==> config.mk <==
export PLATFORM = sky130hd
export DESIGN_NAME = fp_cmd_sequencer
export DESIGN_NICKNAME = d
export VERILOG_FILES = /design/src/rtl/fp_seq_pkg.sv /design/src/rtl/fp_seq_watchdog.sv /design/src/rtl/fp_cmd_sequencer.sv
export SDC_FILE = /design/constraint.sdc
export NUM_CORES = 1
export LEC_CHECK = 0
export BUFFER_PORTS_ARGS = -buffer_cell sky130_fd_sc_hd__buf_2
export CAP_MARGIN = 20
export CORE_MARGIN = 8
export CORE_UTILIZATION = 49
export CTS_BUF_LIST = sky130_fd_sc_hd__clkbuf_16
export DETAILED_ROUTE_END_ITERATION = 8
export GPL_TIMING_DRIVEN = 0
export PLACE_DENSITY = 0.8
export SYNTH_ARGS = -nofsm -noshare
export SYNTH_HDL_FRONTEND = slang
export SYNTH_SLANG_ARGS = --single-unit
==> constraint.sdc <==
create_clock -name clk -period 9.85 [get_ports clk]
set_clock_uncertainty 0.2 [all_clocks]
set_input_delay 0.4925 -clock clk [delete_from_list [all_inputs] [get_ports clk]]
set_output_delay 0.4925 -clock clk [all_outputs]
set_load 0.05 [all_outputs]
==> src/rtl/fp_seq_pkg.sv <==
// ============================================================================
// Module   : fp_seq_pkg
// Purpose  : Shared opcodes, exception-flag bit positions, canonical quiet NaN
//            and FSM state encoding for the FPU command sequencer.
// Revision : 1.0 - initial release
// ============================================================================
`default_nettype none

package fp_seq_pkg;

  localparam logic [1:0] OP_MULT = 2'b00;
  localparam logic [1:0] OP_DIV  = 2'b01;
  localparam logic [1:0] OP_ADD  = 2'b10;
  localparam logic [1:0] OP_SQRT = 2'b11;

  localparam int FLAG_NV = 4;
  localparam int FLAG_DZ = 3;
  localparam int FLAG_OF = 2;
  localparam int FLAG_UF = 1;
  localparam int FLAG_NX = 0;

  localparam logic [31:0] QNAN_32 = 32'h7FC0_0000;

  typedef enum logic [1:0] {
    IDLE  = 2'd0,
    ISSUE = 2'd1,
    WAIT  = 2'd2,
    RESP  = 2'd3
  } seq_state_e;

endpackage

`default_nettype wire

==> src/rtl/fp_seq_watchdog.sv <==
// ============================================================================
// Module   : fp_seq_watchdog
// Purpose  : Cycle counter with clear/enable; tc fires in the cycle the count
//            reaches LIMIT. LIMIT = 0 disables the terminal count.
// Revision : 1.0 - initial release
// ============================================================================
`default_nettype none

module fp_seq_watchdog #(
  parameter int LIMIT = 64
) (
  input  logic clk,
  input  logic reset,
  input  logic clr,
  input  logic en,
  output logic tc
);

  localparam int CNT_W = (LIMIT < 2) ? 1 : $clog2(LIMIT + 1);

  logic [CNT_W-1:0] count_q, count_d;

  always_comb begin
    count_d = count_q;
    if (clr) begin
      count_d = '0;
    end else if (en) begin
      count_d = count_q + 1'b1;
    end
  end

  always_ff @(posedge clk or posedge reset) begin
    if (reset) begin
      count_q <= '0;
    end else begin
      count_q <= count_d;
    end
  end

  generate
    if (LIMIT == 0) begin : g_wd_off
      assign tc = 1'b0;
    end else begin : g_wd_on
      // Fires on the cycle whose increment would make the count equal LIMIT.
      assign tc = en && (count_q == CNT_W'(LIMIT - 1));
    end
  endgenerate

endmodule

`default_nettype wire

==> src/rtl/fp_cmd_sequencer.sv <==
// ============================================================================
// Module   : fp_cmd_sequencer
// Purpose  : Tagged command front end for the FPU: issues one operation,
//            waits for done (watchdog bounded) and returns a tagged response.
//            Optional sticky exception flags: FP_SEQ_STICKY_FLAGS_EN.
// Revision : 1.0 - initial release
// ============================================================================
`default_nettype none

module fp_cmd_sequencer
  import fp_seq_pkg::*;
#(
  parameter int D_WIDTH        = 32,
  parameter int TAG_W          = 4,
  parameter int TIMEOUT_CYCLES = 64
) (
  input  logic               clk,
  input  logic               reset,
  input  logic               cmd_valid,
  output logic               cmd_ready,
  input  logic [D_WIDTH-1:0] cmd_a,
  input  logic [D_WIDTH-1:0] cmd_b,
  input  logic [1:0]         cmd_op,
  input  logic [1:0]         cmd_rm,
  input  logic [TAG_W-1:0]   cmd_tag,
  output logic               fpu_input_ready,
  output logic [D_WIDTH-1:0] fpu_a,
  output logic [D_WIDTH-1:0] fpu_b,
  output logic [1:0]         fpu_op,
  output logic [1:0]         fpu_round_mode,
  input  logic [D_WIDTH-1:0] fpu_z,
  input  logic               fpu_done,
  input  logic               fpu_busy,
  input  logic               fpu_of,
  input  logic               fpu_uf,
  input  logic               fpu_dz,
  input  logic               fpu_nx,
  input  logic               fpu_nv,
  output logic               rsp_valid,
  input  logic               rsp_ready,
  output logic [D_WIDTH-1:0] rsp_z,
  output logic [4:0]         rsp_flags,
  output logic [TAG_W-1:0]   rsp_tag,
  output logic [1:0]         rsp_op,
  output logic               rsp_timeout
`ifdef FP_SEQ_STICKY_FLAGS_EN
  ,
  input  logic               fflags_clr,
  output logic [4:0]         fflags
`endif
);

  seq_state_e         state_q, state_d;
  logic [D_WIDTH-1:0] a_q, a_d, b_q, b_d;
  logic [1:0]         op_q, op_d, rm_q, rm_d;
  logic [TAG_W-1:0]   tag_q, tag_d;
  logic [D_WIDTH-1:0] rsp_z_q, rsp_z_d;
  logic [4:0]         rsp_flags_q, rsp_flags_d;
  logic [TAG_W-1:0]   rsp_tag_q, rsp_tag_d;
  logic [1:0]         rsp_op_q, rsp_op_d;
  logic               rsp_timeout_q, rsp_timeout_d;
  logic [4:0]         fpu_flags;
  logic               wd_tc;

  fp_seq_watchdog #(
    .LIMIT (TIMEOUT_CYCLES)
  ) u_watchdog (
    .clk   (clk),
    .reset (reset),
    .clr   (state_q != WAIT),
    .en    (state_q == WAIT),
    .tc    (wd_tc)
  );

  always_comb begin
    fpu_flags          = '0;
    fpu_flags[FLAG_NV] = fpu_nv;
    fpu_flags[FLAG_DZ] = fpu_dz;
    fpu_flags[FLAG_OF] = fpu_of;
    fpu_flags[FLAG_UF] = fpu_uf;
    fpu_flags[FLAG_NX] = fpu_nx;
  end

  // Gated by reset so every output reads 0 while reset is held, even in IDLE.
  assign cmd_ready = (state_q == IDLE) && !reset;

  always_comb begin
    state_d         = state_q;
    a_d             = a_q;
    b_d             = b_q;
    op_d            = op_q;
    rm_d            = rm_q;
    tag_d           = tag_q;
    rsp_z_d         = rsp_z_q;
    rsp_flags_d     = rsp_flags_q;
    rsp_tag_d       = rsp_tag_q;
    rsp_op_d        = rsp_op_q;
    rsp_timeout_d   = rsp_timeout_q;
    fpu_input_ready = 1'b0;
    rsp_valid       = 1'b0;
    unique case (state_q)
      IDLE: begin
        if (cmd_valid && cmd_ready) begin
          a_d     = cmd_a;
          b_d     = cmd_b;
          op_d    = cmd_op;
          rm_d    = cmd_rm;
          tag_d   = cmd_tag;
          state_d = ISSUE;
        end
      end
      ISSUE: begin
        if (!fpu_busy) begin
          fpu_input_ready = 1'b1;
          state_d         = WAIT;
        end
      end
      WAIT: begin
        // A done arriving on the watchdog's terminal cycle takes priority.
        if (fpu_done) begin
          rsp_z_d       = fpu_z;
          rsp_flags_d   = fpu_flags;
          rsp_timeout_d = 1'b0;
          rsp_tag_d     = tag_q;
          rsp_op_d      = op_q;
          state_d       = RESP;
        end else if (wd_tc) begin
          rsp_z_d       = D_WIDTH'(QNAN_32);
          rsp_flags_d   = '0;
          rsp_timeout_d = 1'b1;
          rsp_tag_d     = tag_q;
          rsp_op_d      = op_q;
          state_d       = RESP;
        end
      end
      RESP: begin
        rsp_valid = 1'b1;
        if (rsp_ready) begin
          state_d = IDLE;
        end
      end
      default: state_d = IDLE;
    endcase
  end

  always_ff @(posedge clk or posedge reset) begin
    if (reset) begin
      state_q       <= IDLE;
      a_q           <= '0;
      b_q           <= '0;
      op_q          <= '0;
      rm_q          <= '0;
      tag_q         <= '0;
      rsp_z_q       <= '0;
      rsp_flags_q   <= '0;
      rsp_tag_q     <= '0;
      rsp_op_q      <= '0;
      rsp_timeout_q <= 1'b0;
    end else begin
      state_q       <= state_d;
      a_q           <= a_d;
      b_q           <= b_d;
      op_q          <= op_d;
      rm_q          <= rm_d;
      tag_q         <= tag_d;
      rsp_z_q       <= rsp_z_d;
      rsp_flags_q   <= rsp_flags_d;
      rsp_tag_q     <= rsp_tag_d;
      rsp_op_q      <= rsp_op_d;
      rsp_timeout_q <= rsp_timeout_d;
    end
  end

  assign fpu_a          = a_q;
  assign fpu_b          = b_q;
  assign fpu_op         = op_q;
  assign fpu_round_mode = rm_q;
  assign rsp_z          = rsp_z_q;
  assign rsp_flags      = rsp_flags_q;
  assign rsp_tag        = rsp_tag_q;
  assign rsp_op         = rsp_op_q;
  assign rsp_timeout    = rsp_timeout_q;

`ifdef FP_SEQ_STICKY_FLAGS_EN
  logic [4:0] fflags_q, fflags_d;

  // A clear coinciding with a handshake keeps only the new response's flags.
  always_comb begin
    fflags_d = fflags_clr ? 5'b0 : fflags_q;
    if (rsp_valid && rsp_ready) begin
      fflags_d = fflags_d | rsp_flags_q;
    end
  end

  always_ff @(posedge clk or posedge reset) begin
    if (reset) begin
      fflags_q <= '0;
    end else begin
      fflags_q <= fflags_d;
    end
  end

  assign fflags = fflags_q;
`else
`endif

endmodule

`default_nettype wire

==> summary.md, run 1 <==
| Metric | Value |
|---|---|
| Area of the multi-input gates | `~0.0015 mm^2` |
| Synth cell types | `28` |
| Worst Path Required | `roughly 9 ns` |
| Hold Path Depth | `2` |
| Clk Latency, worst-skew pair | `0.40 ns` |
| Class of the worst hold path | `input port to register` |
| Flops & latches, synth | `125` |
| Most frequent cells in the layout | `buf_2 (242), dfrtp_1 (125), mux2_2 (77)` |
| Drt first-iter violations | `185` |
| Crit share post-route | `about a quarter` |
| Final setup fails | `0` |
| Global placement routability congestion | `0.830` |
| Initial antenna violation count | `0` |
| CP Cell Sequence | `dlygate4sd3_1 > buf_2 > nor2b_1 > buf_2` |
| Number of synthesized flops with an enable pin | `0` |
| PortBufs | `229` |
| Slew headroom | `63.8%` |
| Clock Tree Buf Depth | `2` |
| # clock sinks | `between 100 and 150` |
| Row count | `36` |
| Syn nets | `about 430` |
| R2R cell count | `6` |
| Vias in the first global route | `3826` |
| DRC viols | `0` |
| Grt ovf | `0` |
| Fillers | `705` |
| Startpoint types | `input port` |
| Initial Util | `between 40 and 50%` |
| Ys flop type | `dfrtp_1` |
| Core area | `0.00959 mm^2` |
| GRT Util Overall | `20.2%` |
| Critical path capture point type | `primary output` |
| WL per Instance | `18.8 um` |
| FF/Latch Area | `0.00313 mm^2` |
| Die H | `115 um` |
| Sequential cell area fraction in the yosys report | `65.8%` |
| Die outline width | `115 um` |
| First-pass GRT wire length | `20.2 mm` |
| Commonest non-fill, non-tap cell in the layout | `buf_2` |
| Max-cap violations | `0` |
| Pins Over Slew Limit | `0` |
| CTS Buf Count | `17` |
| Synth Area per Inst | `about 16 um^2` |
| Worst path slowest cell | `dlygate4sd3_1` |
| Arrival @ worst endpoint | `between 1.5 and 2 ns` |
| Layout cells sized above 1 | `62.3%` |
| Final min period | `about 2.3 ns` |
| Largest stage delay, worst path | `0.54 ns` |
| DP Wirelength | `approximately 10 mm` |
| RSZ-0062 raised after global routing | `false` |
| Yosys warns | `0` |
| Die ar. | `0.0131 mm^2` |
| CP Class | `input port to primary output` |
| Num ports | `230` |
| TritonCTS clock tree | `built` |
| Hold Buf Count CTS | `1` |
| Via count | `~3500` |
| Syn Std Cell Area | `roughly 0.0048 mm^2` |
| Outcome | `finished clean` |
| H-tree depth | `4` |
| Final hold vios | `0` |
| Setup TNS | `0 ns` |
| Cts repair resizes | `0` |
| Total wire length | `13.2 mm` |
| CTS root buffer | `clkbuf_16` |
| Post-Synthesis Cells | `roughly 300` |
| Clock Pin Slew Worst Setup and Hold Paths | `0.05 ns` |
| Post-CTS Setup Repair Bufs | `0` |
| Vias/cell | `5.02` |
| DR pass1 iterations | `4` |
| Maximum clock rate | `433 MHz` |
| Slew @ Worst Pin | `between 0.5 and 0.6 ns` |
| Pin count of the biggest net entering global routing | `between 60 and 70` |
| NumNets Final | `675` |
| Crit-path max FO | `3` |
| Area Growth Syn to Fin | `39.3%` |
| Share of flip-flops with an asynchronous set or reset | `100%` |
| Crit-path most repeated cell | `buf_2` |
| DRT antenna net count | `0` |
## final timing paths
path | end | slack, ns | start
setup / recovery | cmd_ready | 7.54 | reset
hold / removal | rsp_z[12] | 0.12 | fpu_z[12]
setup reg to reg | tag_q[0] | 7.67 | state_q[0]
hold reg to reg | u_watchdog.count_q[0] | 0.27 | u_watchdog.count_q[0]
max in group asynchronous | fpu_op[1] | 8.21 | reset
min in group asynchronous | u_watchdog.count_q[4] | 0.54 | reset
## per-stage QoR
stage / hold WS (ns) / area (um^2) / util, % / setup WS (ns) / instances
global placement: 0.253 / 6070 / 63.3 / 4.59 / 666
CTS: 0.0994 / 6630 / 69.1 / 7.55 / 698
global route: 0.100 / 6630 / 69.1 / 7.45 / 698
finish: 0.121 / 6630 / 69.1 / 7.54 / 699
detailed placement: 0.258 / 6100 / 63.6 / 7.65 / 667
floorplan: 0.231 / 4760 / - / 5.83 / 304
## routing by layer
metal	vias up	wire, um	global-route usage (%)	share of wire [%]
met2	137	7280	36.7	55
met5	-	0	0	0
li1	1598	-	-	-
met3	17	869	6.49	6.6
met4	0	222	7.99	1.7
met1	1756	4800	21.0	36
## sequential cells by signal (all words and copies together) (netlist names), 4 cells and up
name	cells
fpu_a	32
fpu_b	32
rsp_flags	5
rsp_tag	4
rsp_z	32
tag_q	4
u_watchdog.count_q	7
## synth_stat cells, drive strengths merged, types with 2 or more instances
master  count  area [um^2]
mux2       79          897
a21boi      2         15.0
nand2       6         22.5
xnor2       2         17.5
o22a        9         78.8
nor2        4         22.5
buf        14         76.3
a22o       28          245
dfrtp     125         3130
clkbuf      2         7.51
and2        5         31.3
nand2b      3         18.8
ha          6         75.1
nor2b       4         25.0
inv         4         15.0
nand3       2         10.0
## kinds of logic after synthesis
group | after synthesis | share of synthesized area [%]
xor+xnor | 3 | 0.552
fa+ha+maj | 6 | 1.58
simple gates | 28 | 3.47
compound gates | 43 | 7.71
mux | 79 | 18.9
buf+inv | 20 | 2.08
flops | 125 | 65.8
## worst max-delay path: cells and delay by family
kind / cells / cell delay [ns]
buffers and inverters: 3 / 0.98
AND/OR/NAND/NOR: 1 / 0.14
## final cells by class
class	count	share of cell area, %
clock buffers	17	6.42
multi-input cells	159	23.1
clock inverters	13	1.32
inverters	4	0.302
plain buffers	16	1.26
well taps	133	2.51
diodes	1	0.0378
repair buffers	231	17.9
flip-flops and latches	125	47.2
Power of run 1 is left out: the tool's default activity adds up to more than one toggle a clock period on the data nets, which glitch-free logic cannot reach.
==> run 2: changes to the inputs <==
Settings changed: ABC_AREA set to 1, CORE_UTILIZATION 49 to 47, PLACE_DENSITY 0.8 to 0.76.
Clock period 9.85 ns to 2.27 ns, I/O delays scaled along.
==> run 2 against run 1 <==
Clock-buffer cell count unchanged. Utilization up 11 points. Synthesized area up 5.6%. Flip-flop and latch count unchanged.
==> summary.md, run 2 <==
| Metric | Value |
|---|---|
| Pre-CTS setup slack | `0.0579 ns (-7.59 ns)` |
| Class of the worst hold path | `input port to register` |
| Synth cell types | `23 (-18%)` |
| Crit-path max FO | `4 (+1)` |
| Sw frac | `49.2%` |
| Drt first-iter violations | `302 (+63%)` |
| Critical path capture point type | `register` |
| Die ar. | `0.0143 mm^2 (+8.7%)` |
| Max-cap violations | `0 (unchanged)` |
| PortBufs | `229 (unchanged)` |
| NumNets Final | `906 (+34%)` |
| R2R cell count | `9 (+3)` |
| Final min period | `2.17 ns` |
| Clock Pin Slew Worst Setup and Hold Paths | `0.05 ns (about the same)` |
| Top-count cell post-synth | `dfrtp_1` |
| Placed Cells | `776 (+16%)` |
| PD cells | `about 1600 mW/mm^2` |
| DP Wirelength | `10.8 mm (+7.6%)` |
| Syn nets | `529 (+24%)` |
| Row count | `37 (+2.8%)` |
| Slew @ Worst Pin | `0.456 ns (-0.0870 ns)` |
| H-tree depth | `4 (unchanged)` |
| Global placement routability congestion | `0.833 (+0.43%)` |
| Logic pwr share | `between 50% and 60%` |
| Sequential cell area fraction in the yosys report | `62.3% (-3.5 points)` |
| FF/Latch Area | `0.00313 mm^2 (unchanged)` |
| Die outline width | `119 um (+4.2%)` |
| CP Class | `register to register` |
| Final hold vios | `0 (unchanged)` |
| Maximum clock rate | `460 MHz` |
| Cell taking the most area after synthesis | `dfrtp_1` |
| Post-Synthesis Cells | `408 (+34%)` |
| CTS root buffer | `clkbuf_16` |
| # clock sinks | `125 (unchanged)` |
| CTS Buf Count | `17 (unchanged)` |
| Worst Path Required | `2.35 ns (-6.81 ns)` |
| Pin count of the biggest net entering global routing | `44 (-35%)` |
| Initial antenna violation count | `0 (unchanged)` |
| Final std cells w/o fill | `933 (+33%)` |
| Top cells by count, synth | `dfrtp_1 (125), nand2_1 (110), mux2_2 (64)` |
| Clk Latency, worst-skew pair | `0.39 ns (about the same)` |
| TritonCTS clock tree | `built` |
| Ys flop type | `dfrtp_1` |
| Core area | `0.0104 mm^2 (+8.1%)` |
| Max VDD drop | `0.950 mV` |
| Area Growth Syn to Fin | `65.0%` |
| Num ports | `230 (unchanged)` |
| Synth Area per Inst | `12.3 um^2 (-21%)` |
| Most frequent cells in the layout | `buf_2 (230), dfrtp_1 (125), dlygate4sd3_1 (121)` |
| Via count | `4584 (+31%)` |
| Share of flip-flops with an asynchronous set or reset | `100% (unchanged)` |
| Post-synth top area share | `62.3% (-3.5 points)` |
| Clock Tree Buf Depth | `2 (unchanged)` |
| Pins Over Slew Limit | `0 (unchanged)` |
| Vias/cell | `4.91 (-2.1%)` |
| Hold Path Depth | `3 (+1)` |
| Part of the power in registers | `28.6%` |
| WL per Instance | `18.2 um (-3.4%)` |
| DRT antenna net count | `0 (unchanged)` |
| Leakage power | `4.38 nW` |
| Int Power | `6.92 mW` |
| Startpoint types | `register` |
| Commonest non-fill, non-tap cell in the layout | `buf_2` |
| Syn Std Cell Area | `0.00502 mm^2 (+5.6%)` |
| DR pass1 iterations | `5 (+1)` |
| GRT Util Overall | `23.9% (+3.7 points)` |
| Cells taking the most area after synthesis | `dfrtp_1 (62%), mux2_2 (14%), nand2_1 (8.2%)` |
| NetSw | `roughly 6.7 mW` |
| Vias in the first global route | `5170 (+35%)` |
| Worst Setup Slack, final | `0.0983 ns (-7.44 ns)` |
| Total wire length | `17.0 mm (+29%)` |
| Clock Power Share | `18.0%` |
| Power Total | `13.6 mW` |
| Die H | `119 um (+4.2%)` |
| Flops & latches, synth | `125 (unchanged)` |
| Fillers | `599 (-15%)` |
| Layout cells sized above 1 | `44.8% (-17 points)` |
| Final setup fails | `0 (unchanged)` |
| Initial Util | `48.4% (-1.1 points)` |
| Area of the multi-input gates | `0.00175 mm^2 (+14%)` |
| Grt ovf | `0 (unchanged)` |
| Slew headroom | `69.6% (+5.8 points)` |
| DRC viols | `0 (unchanged)` |
| Yosys warns | `0 (unchanged)` |
| Number of synthesized flops with an enable pin | `0 (unchanged)` |
| Outcome | `finished clean` |
| Crit share post-route | `95.7%` |
| Arrival @ worst endpoint | `2.26 ns (+0.64 ns)` |
| First-pass GRT wire length | `26.8 mm (+33%)` |
run 2: cell count changes after synthesis, moves of 5 or more:
| cell | previous run | this run |
|---|---|---|
| a22o_1 | 28 | 0 |
| and2_1 | 5 | 0 |
| buf_2 | 13 | 1 |
| buf_6 | 1 | 6 |
| clkbuf_8 | 0 | 6 |
| inv_1 | 4 | 10 |
| mux2_2 | 77 | 64 |
| mux2_4 | 2 | 8 |
| nand2_1 | 6 | 110 |
| nand3_1 | 2 | 32 |
| nor2_1 | 3 | 10 |
| o21ai_0 | 1 | 11 |
| o22a_1 | 9 | 0 |
run 2: layout make-up:
class | instances | area share [%]
Buffer | 19 | 2.25
Sequential cell | 125 | 37.7
Inverter | 12 | 0.619
Timing Repair Buffer | 358 | 29.8
Tap cell | 136 | 2.05
Clock buffer | 17 | 5.13
Multi-Input combinational cell | 252 | 21.1
Antenna cell | 1 | 0.0302
Clock inverter | 13 | 1.33
run 2: final timing paths:
kind	startpoint	endpoint	slack, ns
max	state_q[0]	state_q[0]	0.1
min in group asynchronous	reset	fpu_op[1]	0.23
min reg2reg	u_watchdog.count_q[0]	u_watchdog.count_q[0]	0.26
min	cmd_valid	fpu_a[30]	0.04
max in group asynchronous	reset	fpu_a[30]	1.23
max reg2reg	state_q[0]	state_q[0]	0.1
run 2: metal layers:
layer	GRT usage, %	wire [um]
met5	0	0
met4	16.4	1050
met3	6.00	817
met2	42.2	8950
met1	24.6	6170
run 2: stage by stage:
stage               util [%]  cell area, um^2    TNS, ns  hold WS (ns)
floorplan                  -             5110     -71.68        0.0515
global placement        61.9             6420    -190.22         0.143
detailed placement      62.5             6480          0        0.0619
CTS                     79.6             8260          0        0.0335
global route            79.9             8280  -0.000343        0.0504
finish                  79.9             8290          0        0.0379
run 2: cell families (layout without fill, tap and decap cells):
group	after synthesis	count (layout)	share of synthesized area, %
muxes	72	72	16.7
buffers and inverters	31	419	4.56
DFF	125	125	62.3
other	0	1	0
adders and majority gates	6	6	1.49
AOI/OAI and AO/OA	16	16	1.59
xor gates and xnor gates	1	1	0.174
and+or+nand+nor	157	157	13.2
run 2: power by group through the flow:
| stage | combinational, mW | clock, mW | sequential, mW |
|---|---|---|---|
| final | 7.27 | 2.45 | 3.89 |
| after global routing | 7.59 | 2.60 | 4.01 |
| after CTS | 7.19 | 2.50 | 3.83 |
| after detailed placement | 6.97 | 0 | 3.86 |
| after global placement | 6.86 | 0 | 3.78 |
| after floorplan | 1.78 | 0 | 7.30 |
run 2: repair_timing:
item,4_1_cts,5_1_grt
buffers inserted,0,4
setup endpoints to repair,0,9
gates resized for setup,0,4
hold endpoints to repair,137,0
hold buffers,123,0
run 2: critical path, cell delays in order, from the launching register on:
cell and delay (ns):
dfrtp_1 0.41, buf_4 0.15, ha_1 0.20, nand2_1 0.07
nand2_1 0.04, dlygate4sd3_1 0.54, a21oi_1 0.23, nand2_1 0.11
nand2_1 0.06, nand2_1 0.05
Note: power is estimated with default switching activity, not from simulation.
